--- src/rtl/sync_fifo_ctrl.sv ---
// ----------------------------------------------------------------------------
// sync_fifo_ctrl
//
// Single-clock controller that turns one fifo_mem instance into a
// first-word-fall-through FIFO. The memory's registered read port doubles as
// the head-of-queue register, so the controller holds pointers only, never
// data. Total capacity is DEPTH words in memory plus one word in the head.
//
// Ports:
//   clk, rst_n           single clock (drives fifo_mem wclk and rclk),
//                        asynchronous active-low reset
//   flush                synchronous clear of all contents (wins over wr/rd)
//   s_valid / s_ready    producer handshake; s_ready = !mem_full
//   s_afull              registered, count >= AFULL_LVL
//   m_valid / m_ready    consumer handshake on the head word
//   m_data               head word, forwarded unchanged from mem_rdata
//   m_aempty             registered, count <= AEMPTY_LVL
//   count                words held (memory + head), 0..DEPTH+1
//   mem_*                write/read enables, addresses and full to fifo_mem
// ----------------------------------------------------------------------------
module sync_fifo_ctrl #(
    parameter int DATASIZE   = 8,
    parameter int ADDRSIZE   = 4,
    parameter int AFULL_LVL  = 12,
    parameter int AEMPTY_LVL = 2
) (
    input  logic                  clk,
    input  logic                  rst_n,
    input  logic                  flush,
    input  logic                  s_valid,
    output logic                  s_ready,
    output logic                  s_afull,
    output logic                  m_valid,
    input  logic                  m_ready,
    output logic                  m_aempty,
    output logic [ADDRSIZE+1:0]   count,
    output logic                  mem_wclken,
    output logic [ADDRSIZE-1:0]   mem_waddr,
    output logic                  mem_wfull,
    output logic                  mem_rclken,
    output logic [ADDRSIZE-1:0]   mem_raddr,
    input  logic [DATASIZE-1:0]   mem_rdata,
    output logic [DATASIZE-1:0]   m_data
);

    localparam int PTR_W = ADDRSIZE + 1;
    localparam int CNT_W = ADDRSIZE + 2;

    localparam logic [CNT_W-1:0] AFULL_C  = CNT_W'(AFULL_LVL);
    localparam logic [CNT_W-1:0] AEMPTY_C = CNT_W'(AEMPTY_LVL);

    // Binary pointers with one extra wrap bit: equal low bits plus differing
    // wrap bits means the memory is full, fully equal means it is empty.
    logic [PTR_W-1:0] wptr, rptr;
    logic             head_valid;

    logic [PTR_W-1:0] mem_cnt;
    logic             mem_full;
    logic             wr, rd, pop;

    logic [PTR_W-1:0] wptr_nxt, rptr_nxt, mem_cnt_nxt;
    logic             head_valid_nxt;
    logic [CNT_W-1:0] count_nxt;

    always_comb begin
        // NOTE: every always_comb output gets a default first, so no path can
        // leave a variable unassigned and infer a latch.
        wptr_nxt       = wptr;
        rptr_nxt       = rptr;
        head_valid_nxt = head_valid;

        mem_cnt  = wptr - rptr;
        mem_full = (wptr[ADDRSIZE] != rptr[ADDRSIZE]) &&
                   (wptr[ADDRSIZE-1:0] == rptr[ADDRSIZE-1:0]);

        pop = head_valid & m_ready;

        // Enables are gated by rst_n so an asynchronous reset drops them at
        // once, and by flush so the flushed cycle touches neither port.
        wr = s_valid & ~mem_full & ~flush & rst_n;
        rd = (mem_cnt != '0) & (~head_valid | pop) & ~flush & rst_n;

        if (flush) begin
            wptr_nxt       = '0;
            rptr_nxt       = '0;
            head_valid_nxt = 1'b0;
        end else begin
            wptr_nxt       = wptr + PTR_W'(wr);
            rptr_nxt       = rptr + PTR_W'(rd);
            head_valid_nxt = rd | (head_valid & ~pop);
        end

        mem_cnt_nxt = wptr_nxt - rptr_nxt;
        count_nxt   = {1'b0, mem_cnt_nxt} + CNT_W'(head_valid_nxt);
    end

    // NOTE: the memory array is never reset or cleared; the pointers alone
    // define which words are live, so flush and reset only touch pointers.
    always_ff @(posedge clk or negedge rst_n) begin
        if (!rst_n) begin
            wptr       <= '0;
            rptr       <= '0;
            head_valid <= 1'b0;
            s_afull    <= 1'b0;
            m_aempty   <= 1'b1;
        end else begin
            // NOTE: sequential state uses non-blocking assignments so every
            // register samples the pre-edge values of its inputs.
            wptr       <= wptr_nxt;
            rptr       <= rptr_nxt;
            head_valid <= head_valid_nxt;
            // Flags come from the next-state count so they line up with count.
            s_afull    <= (count_nxt >= AFULL_C);
            m_aempty   <= (count_nxt <= AEMPTY_C);
        end
    end

    assign s_ready    = ~mem_full;
    assign mem_wfull  = mem_full;
    assign mem_wclken = wr;
    assign mem_waddr  = wptr[ADDRSIZE-1:0];
    assign mem_rclken = rd;
    assign mem_raddr  = rptr[ADDRSIZE-1:0];
    assign m_valid    = head_valid;
    assign m_data     = mem_rdata;
    assign count      = {1'b0, mem_cnt} + CNT_W'(head_valid);

endmodule

--- config.mk ---
export PLATFORM = sky130hd
export DESIGN_NAME = sync_fifo_ctrl
export DESIGN_NICKNAME = d
export VERILOG_FILES = /design/src/rtl/sync_fifo_ctrl.sv
export SDC_FILE = /design/constraint.sdc
export NUM_CORES = 1
export LEC_CHECK = 0
export BUFFER_PORTS_ARGS = -buffer_cell sky130_fd_sc_hd__buf_2
export CORE_ASPECT_RATIO = 1.2
export CORE_MARGIN = 2
export CORE_UTILIZATION = 40
export CTS_CLUSTER_DIAMETER = 50
export DETAILED_ROUTE_END_ITERATION = 12
export GPL_TIMING_DRIVEN = 0
export PLACE_DENSITY = 0.66
export SETUP_SLACK_MARGIN = 0.15
export SYNTH_ARGS = -nofsm -noshare
export SYNTH_HDL_FRONTEND = slang
export SYNTH_SLANG_ARGS = --single-unit
--- constraint.sdc ---
create_clock -name clk -period 4.3 [get_ports clk]
set_clock_uncertainty 0.05 [all_clocks]
set_input_delay 0.86 -clock clk [delete_from_list [all_inputs] [get_ports clk]]
set_output_delay 0.86 -clock clk [all_outputs]
set_load 0.05 [all_outputs]
==> results by group, run 1 <==
Layout
  • Area grow syn2layout: 50.4%
  • Layout cells sized above 1: 55.9%
  • Nets@finish: 218
  • N_diodes: 0

STA
  • RSZ-0062 raised after global routing: true
  • Final period utilization: 94.2%
  • Final worst setup slack: 0.248 ns
  • Highest clock rate: 0.247 GHz
  • Final hold vios: 0
  • Pins Over Slew Limit: 0
  • Hold WS: 0.412 ns
  • Setup_tns: 0 ns
  • Max-Slew Margin vs Limit: 48.4%
  • Period minus WS final: 4.05 ns
  • Final setup fails: 0
  • Actual slew at the worst max-slew pin: 0.769 ns

Synthesis
  • Post-synth top area share: 24.3%
  • Synthesized Nets: 161
  • Register bit total from synthesis: 13
  • Synth top cells by count: buf_4 (16), ha_1 (16), inv_1 (13)
  • Cells after Synth: 130
  • Mapped Area: 1240 sq um
  • Sequential fraction of the synthesis area: 26.4%
  • Most area-hungry cell type in the Yosys netlist: dfrtp_1
  • Synth unique cells: 35
  • Synth warn: 0
  • Post-synth EDFFs: 0
  • Syn Area/Cell: 9.52 sq um
  • Most common flop cell mapped by yosys: dfrtp_1
  • Asr flop ratio synth: 100%
  • Top cells by area, synth: dfrtp_1 (24%), ha_1 (16%), buf_4 (9.7%)

Routing
  • DR vias/cell: 4.83
  • Routed length per instance: 12.8 um
  • Drt first pass iters: 4
  • DR iter-0 viols: 10
  • DR vias: 1073
  • WL final: 2.85 mm
  • DRC Markers: 0
  • Antenna viol nets, final: 0

Critical path
  • R2r setup slk: 0.25 ns
  • Reg2reg path depth: 17
  • Critical path origin: rptr[1]
  • RR Endpoint: s_afull
  • Reg-to-Reg Start: rptr[1]
  • End of the critical path: s_afull
  • Critical Path RT: 4.44 ns
  • Worst Setup End Kind: flop
  • Crit path arrival time: 4.19 ns
  • Critical path class: flop to flop
  • Worst-path fanout max: 4
  • CP Launch Type: flop

Floorplan
  • IO Count: 42
  • Die ar.: 3560 sq um
  • Die Width: 54.8 um
  • Initial Util: 41.2%
  • Die height: 64.9 um
  • FP Rows: 22
  • Core area: 3000 sq um

Run status
  • Status: complete, no violations

Global route
  • Number of global-route vias before repair: 976
  • First-pass GRT wire length: 3.94 mm
  • Initial antenna violation count: 0
  • GRT Total Usage: 15.3%
  • Grt ovf: 0
  • Largest net degree at the start of global routing: 15

Min path
  • Hold crit path type: primary input to async pin

Power
  • Peak supply drop: 313 uV
  • PD cells: 467 nW/um^2
  • Leak: 0.966 nW

Place
  • GP Congestion: 0.775
  • Port bufs: 32
  • DP Wirelength: 2.00 mm
  • Pre-CTS WS: 0.0802 ns

Clocking
  • Sink Count: 13
  • H-tree levels: 1
  • Clk buf depth: 2
  • TritonCTS clock tree: yes
  • CTS root buffer: clkbuf_4
  • Clk_lat worst skew: 0.27 ns
  • Clk pin slew, worst setup/hold paths: 0.08 ns
  • CTS buffer count: 3

Run
  • Max Cap Viol: 0
critical path, stage by stage, from the launching register on:
cell and delay, ns:
dfrtp_1 0.45, inv_1 0.10, ha_1 0.30, nor2b_1 0.14, o21a_1 0.17, or3_4 0.36, a2111oi_4 0.43, nor3_4 0.08
ha_4 0.27, nor2b_4 0.16, ha_4 0.15, inv_4 0.04, fa_2 0.36, a21o_1 0.20, a21oi_2 0.12, xnor3_2 0.32
a31o_1 0.22, o2111ai_2 0.06
logic make-up after synthesis:
logic type	Yosys count	share of synthesized area, %
DFF	13	26.4
muxes	3	2.93
and+or+nand+nor	38	16.4
AOI/OAI and AO/OA	13	8.90
adders and majority gates	18	19.4
xor gates and xnor gates	14	11.1
buffers and inverters	31	14.9
flip-flops by register name, summed over array words and instances (netlist names):
| signal | cells |
|---|---|
| wptr | 5 |
| m_valid | 1 |
| s_afull | 1 |
| m_aempty | 1 |
| rptr | 5 |
area by class of cell:
| cell class | instances | area, sq um |
|---|---|---|
| Fill cell | 248 | 1140 |
| Buffer | 17 | 131 |
| Inverter | 14 | 55.1 |
| Tap cell | 36 | 45.0 |
| Multi-Input combinational cell | 86 | 908 |
| Clock buffer | 4 | 26.3 |
| Timing Repair Buffer | 52 | 367 |
| Sequential cell | 13 | 328 |
cell usage in the layout, fill, tap and decap left out, types with 2 or more instances in the layout:
cell / Yosys / layout
inv_1: 13 / 11
nor2_1: 6 / 6
buf_6: 1 / 12
buf_4: 16 / 25
nor3b_2: 1 / 2
xnor2_1: 6 / 4
buf_2: 0 / 31
a21o_1: 3 / 3
dfrtp_1: 12 / 11
ha_4: 0 / 5
nor2b_1: 6 / 5
nand2_1: 9 / 9
clkbuf_4: 0 / 3
ha_1: 16 / 10
nand3_1: 7 / 6
nand4_1: 2 / 2
xor2_2: 0 / 2
fa_2: 0 / 2
xor2_1: 7 / 5
inv_2: 1 / 2
what timing repair did:
item	in CTS	in global routing
endpoints found under the hold margin	0	0
endpoints found under the setup margin	1	3
pin swaps	3	16
setup buffers	12	8
gates resized for setup	6	36
hold buffers	0	0
worst min path at each step:
stage / startpoint / endpoint / slack [ns] / cells past startpoint
finish: rst_n / rptr[4] / 0.41 / 1
floorplan: rst_n / m_valid / 0.51 / 0
CTS: rst_n / rptr[4] / 0.41 / 1
global placement: wptr[0] / wptr[0] / 0.60 / 3
detailed placement: wptr[2] / wptr[2] / 0.60 / 2
global route: rst_n / rptr[4] / 0.42 / 1
per-stage QoR:
| stage | util, % | instance area (sq um) | cells | power [W] |
|---|---|---|---|---|
| after global routing | 62.0 | 1860 | 222 | 0.000928 |
| after floorplan | - | 1260 | 130 | 0.000521 |
| after detailed placement | 49.0 | 1470 | 198 | 0.000594 |
| after CTS | 54.0 | 1620 | 214 | 0.000743 |
| final | 62.0 | 1860 | 222 | 0.000869 |
| after global placement | 49.0 | 1470 | 198 | 0.000587 |
routing by layer:
layer	global-route usage [%]	wire (um)	vias up
li1	-	-	534
met1	15.5	1040	506
met2	28.1	1660	31
met3	1.38	119	2
met4	9.06	26	0
met5	0	0	-
report_power, final:
group          switching (W)  leakage, nW  internal (W)
sequential         0.0000110        0.175      0.000141
clock              0.0000389       0.0150     0.0000360
combinational       0.000349        0.776      0.000293
total               0.000399        0.966      0.000470
Power figures use the tool's default switching activity.
==> inputs of run 2 (changes only) <==
- CORE_ASPECT_RATIO: 1.2 -> 0.6
- PLACE_DENSITY: 0.66 -> 0.68
- TNS_END_PERCENT: default -> 10
- clock period: 4.3 -> 3.6 ns (I/O delays scaled with it)
==> run 2 against run 1 <==
The run now ends with negative setup slack left. Highest routed layer is now met3. Combinational power shrank 6.4%. Critical endpoint unchanged. Cell count shrank 2.7%. Largest cell class unchanged. Largest power group unchanged. Sequential power grew 16%. Worst hold slack lost 0.093 ns.
==> results by group, run 2 (synthesis gave the netlist of run 1 again) <==
Routing
  • Routed length per instance: 12.6 um (was 12.8 um)
  • DRC Markers: 0 (unchanged)
  • Antenna viol nets, final: 0 (unchanged)
  • DR iter-0 viols: 32 (was 10)
  • Drt first pass iters: 6 (was 4)
  • DR vias/cell: 4.66 (was 4.83)
  • DR vias: 1006 (was 1073)
  • WL final: 2.72 mm (was 2.85 mm)

Layout
  • Area grow syn2layout: 34.3% (was 50.4%)
  • # fillers: 255 (was 248)
  • Final Util: 57.1% (was 62.0%)
  • Top Registers: rptr (5), wptr (5) (unchanged)
  • Layout cells sized above 1: 48.3% (was 55.9%)
  • N_diodes: 0 (unchanged)
  • Nets@finish: 206 (was 218)
  • Most frequent cells in the layout: buf_2 (32), buf_4 (24), inv_1 (13), ha_1 (12), dfrtp_1 (11) (was buf_2 (31), buf_4 (25), buf_6 (12), inv_1 (11), dfrtp_1 (11))
  • Commonest non-fill, non-tap cell in the layout: buf_2 (unchanged)

Clocking
  • TritonCTS clock tree: yes (unchanged)
  • Sink Count: 13 (unchanged)
  • Clk_lat worst skew: 0.24 ns (was 0.27 ns)
  • CTS buffer count: 3 (unchanged)
  • CTS root buffer: clkbuf_8 (was clkbuf_4)
  • Clk pin slew, worst setup/hold paths: 0.06 ns (was 0.08 ns)
  • Clk buf depth: 2 (unchanged)
  • H-tree levels: 1 (unchanged)

Critical path
  • Critical Path RT: 3.70 ns (was 4.44 ns)
  • Crit path arrival time: 4.11 ns (was 4.19 ns)
  • Worst Setup End Kind: flop (unchanged)
  • Worst-path fanout max: 4 (unchanged)
  • CP Launch Type: flop (unchanged)
  • R2r setup slk: -0.41 ns (was 0.25 ns)
  • Critical path class: flop to flop (unchanged)

STA
  • Final setup fails: 2 (was 0)
  • Final hold vios: 0 (unchanged)
  • Actual slew at the worst max-slew pin: 0.553 ns (was 0.769 ns)
  • Period minus WS final: 4.01 ns (was 4.05 ns)
  • Hold WS: 0.320 ns (was 0.412 ns)
  • Max-Slew Margin vs Limit: 62.9% (was 48.4%)
  • Final worst setup slack: -0.413 ns (was 0.248 ns)
  • Setup_tns: -0.695 ns (was 0 ns)
  • Final period utilization: 111% (was 94.2%)
  • Highest clock rate: 0.249 GHz (was 0.247 GHz)
  • Pins Over Slew Limit: 0 (unchanged)
  • RSZ-0062 raised after global routing: true (unchanged)

Global route
  • First-pass GRT wire length: 4.43 mm (was 3.94 mm)
  • Initial antenna violation count: 0 (unchanged)
  • GRT Total Usage: 17.2% (was 15.3%)
  • Largest net degree at the start of global routing: 15 (unchanged)
  • Grt ovf: 0 (unchanged)
  • Number of global-route vias before repair: 908 (was 976)

Floorplan
  • Die Width: 75.8 um (was 54.8 um)
  • Die height: 47.1 um (was 64.9 um)
  • Core area: 2910 sq um (was 3000 sq um)
  • Die ar.: 3570 sq um (was 3560 sq um)
  • Initial Util: 42.5% (was 41.2%)
  • IO Count: 42 (unchanged)
  • FP Rows: 15 (was 22)

Min path
  • Hold crit path type: primary input to async pin (unchanged)

Power
  • Peak supply drop: 359 uV (was 313 uV)
  • PD cells: 544 nW/um^2 (was 467 nW/um^2)
  • Leak: 0.887 nW (was 0.966 nW)
  • Overall Power: 0.000905 W (was 0.000869 W)

Place
  • GP Congestion: 0.823 (was 0.775)
  • Port bufs: 32 (unchanged)
  • DP Wirelength: 2.23 mm (was 2.00 mm)

Run status
  • Failing checks: negative setup slack
  • Status: complete, but fails checks (was complete, no violations)

Run
  • Max Cap Viol: 0 (unchanged)
==> run 2: critical path, cell delays in order, from the launching register on <==
cell and delay (ns):
dfrtp_1 0.39, inv_1 0.06, ha_1 0.16, inv_1 0.06, fa_2 0.35, a21o_1 0.19
a21oi_2 0.20, xnor2_2 0.11, a2111oi_4 0.35, nor3_4 0.10, ha_4 0.27, nor2b_2 0.14
ha_1 0.15, inv_1 0.06, fa_2 0.36, a21o_1 0.18, a21oi_2 0.13, xnor3_2 0.30
a31o_1 0.21, o2111ai_1 0.09
==> run 2: worst paths after layout <==
kind	startpoint	to	cells after the start
min in group clk	wptr[3]	wptr[3]	2
worst min-delay path	rst_n	wptr[2]	1
worst min register to register	wptr[3]	wptr[3]	2
worst max-delay path	wptr[0]	s_afull	19
worst max register to register	wptr[0]	s_afull	19
max in group asynchronous	rst_n	m_aempty	1
==> run 2: per-stage QoR <==
step                cell area, sq um  setup slack, ns  cells
finish                          1660           -0.413    216
global route                    1660           -0.710    216
CTS                             1650           -0.415    216
detailed placement              1540           -0.615    204
global placement                1540           -0.514    204
floorplan                       1330           -0.371    130
==> run 2: layout make-up <==
type / count / area, sq um / share of cell area, %
multi-input cells: 86 / 832 / 50.1
flip-flops and latches: 13 / 328 / 19.7
repair buffers: 40 / 220 / 13.3
plain buffers: 17 / 131 / 7.91
inverters: 14 / 52.6 / 3.16
well taps: 42 / 52.6 / 3.16
clock buffers: 4 / 45.0 / 2.71
==> run 2: routing by layer <==
layer,part of all wire (%),wire length (um),global-route usage (%)
met1,50,1350,26.1
met5,0,0,0
met2,45,1210,25.5
met4,0,0,3.16
met3,5.6,153,3.86
==> run 2: power by group <==
part           total, W  internal [W]  switching, W
Sequential     0.000176      0.000168    0.00000829
Combinational  0.000601      0.000220      0.000381
Clock          0.000128     0.0000780     0.0000495
Total          0.000905      0.000465      0.000439
==> run 2: what timing repair did <==
item / in CTS / in global routing
endpoints found under the setup margin: 2 / 2
pin swaps: 4 / 0
gates resized for setup: 3 / 1
buffers inserted: 8 / 0
hold buffers: 0 / 0
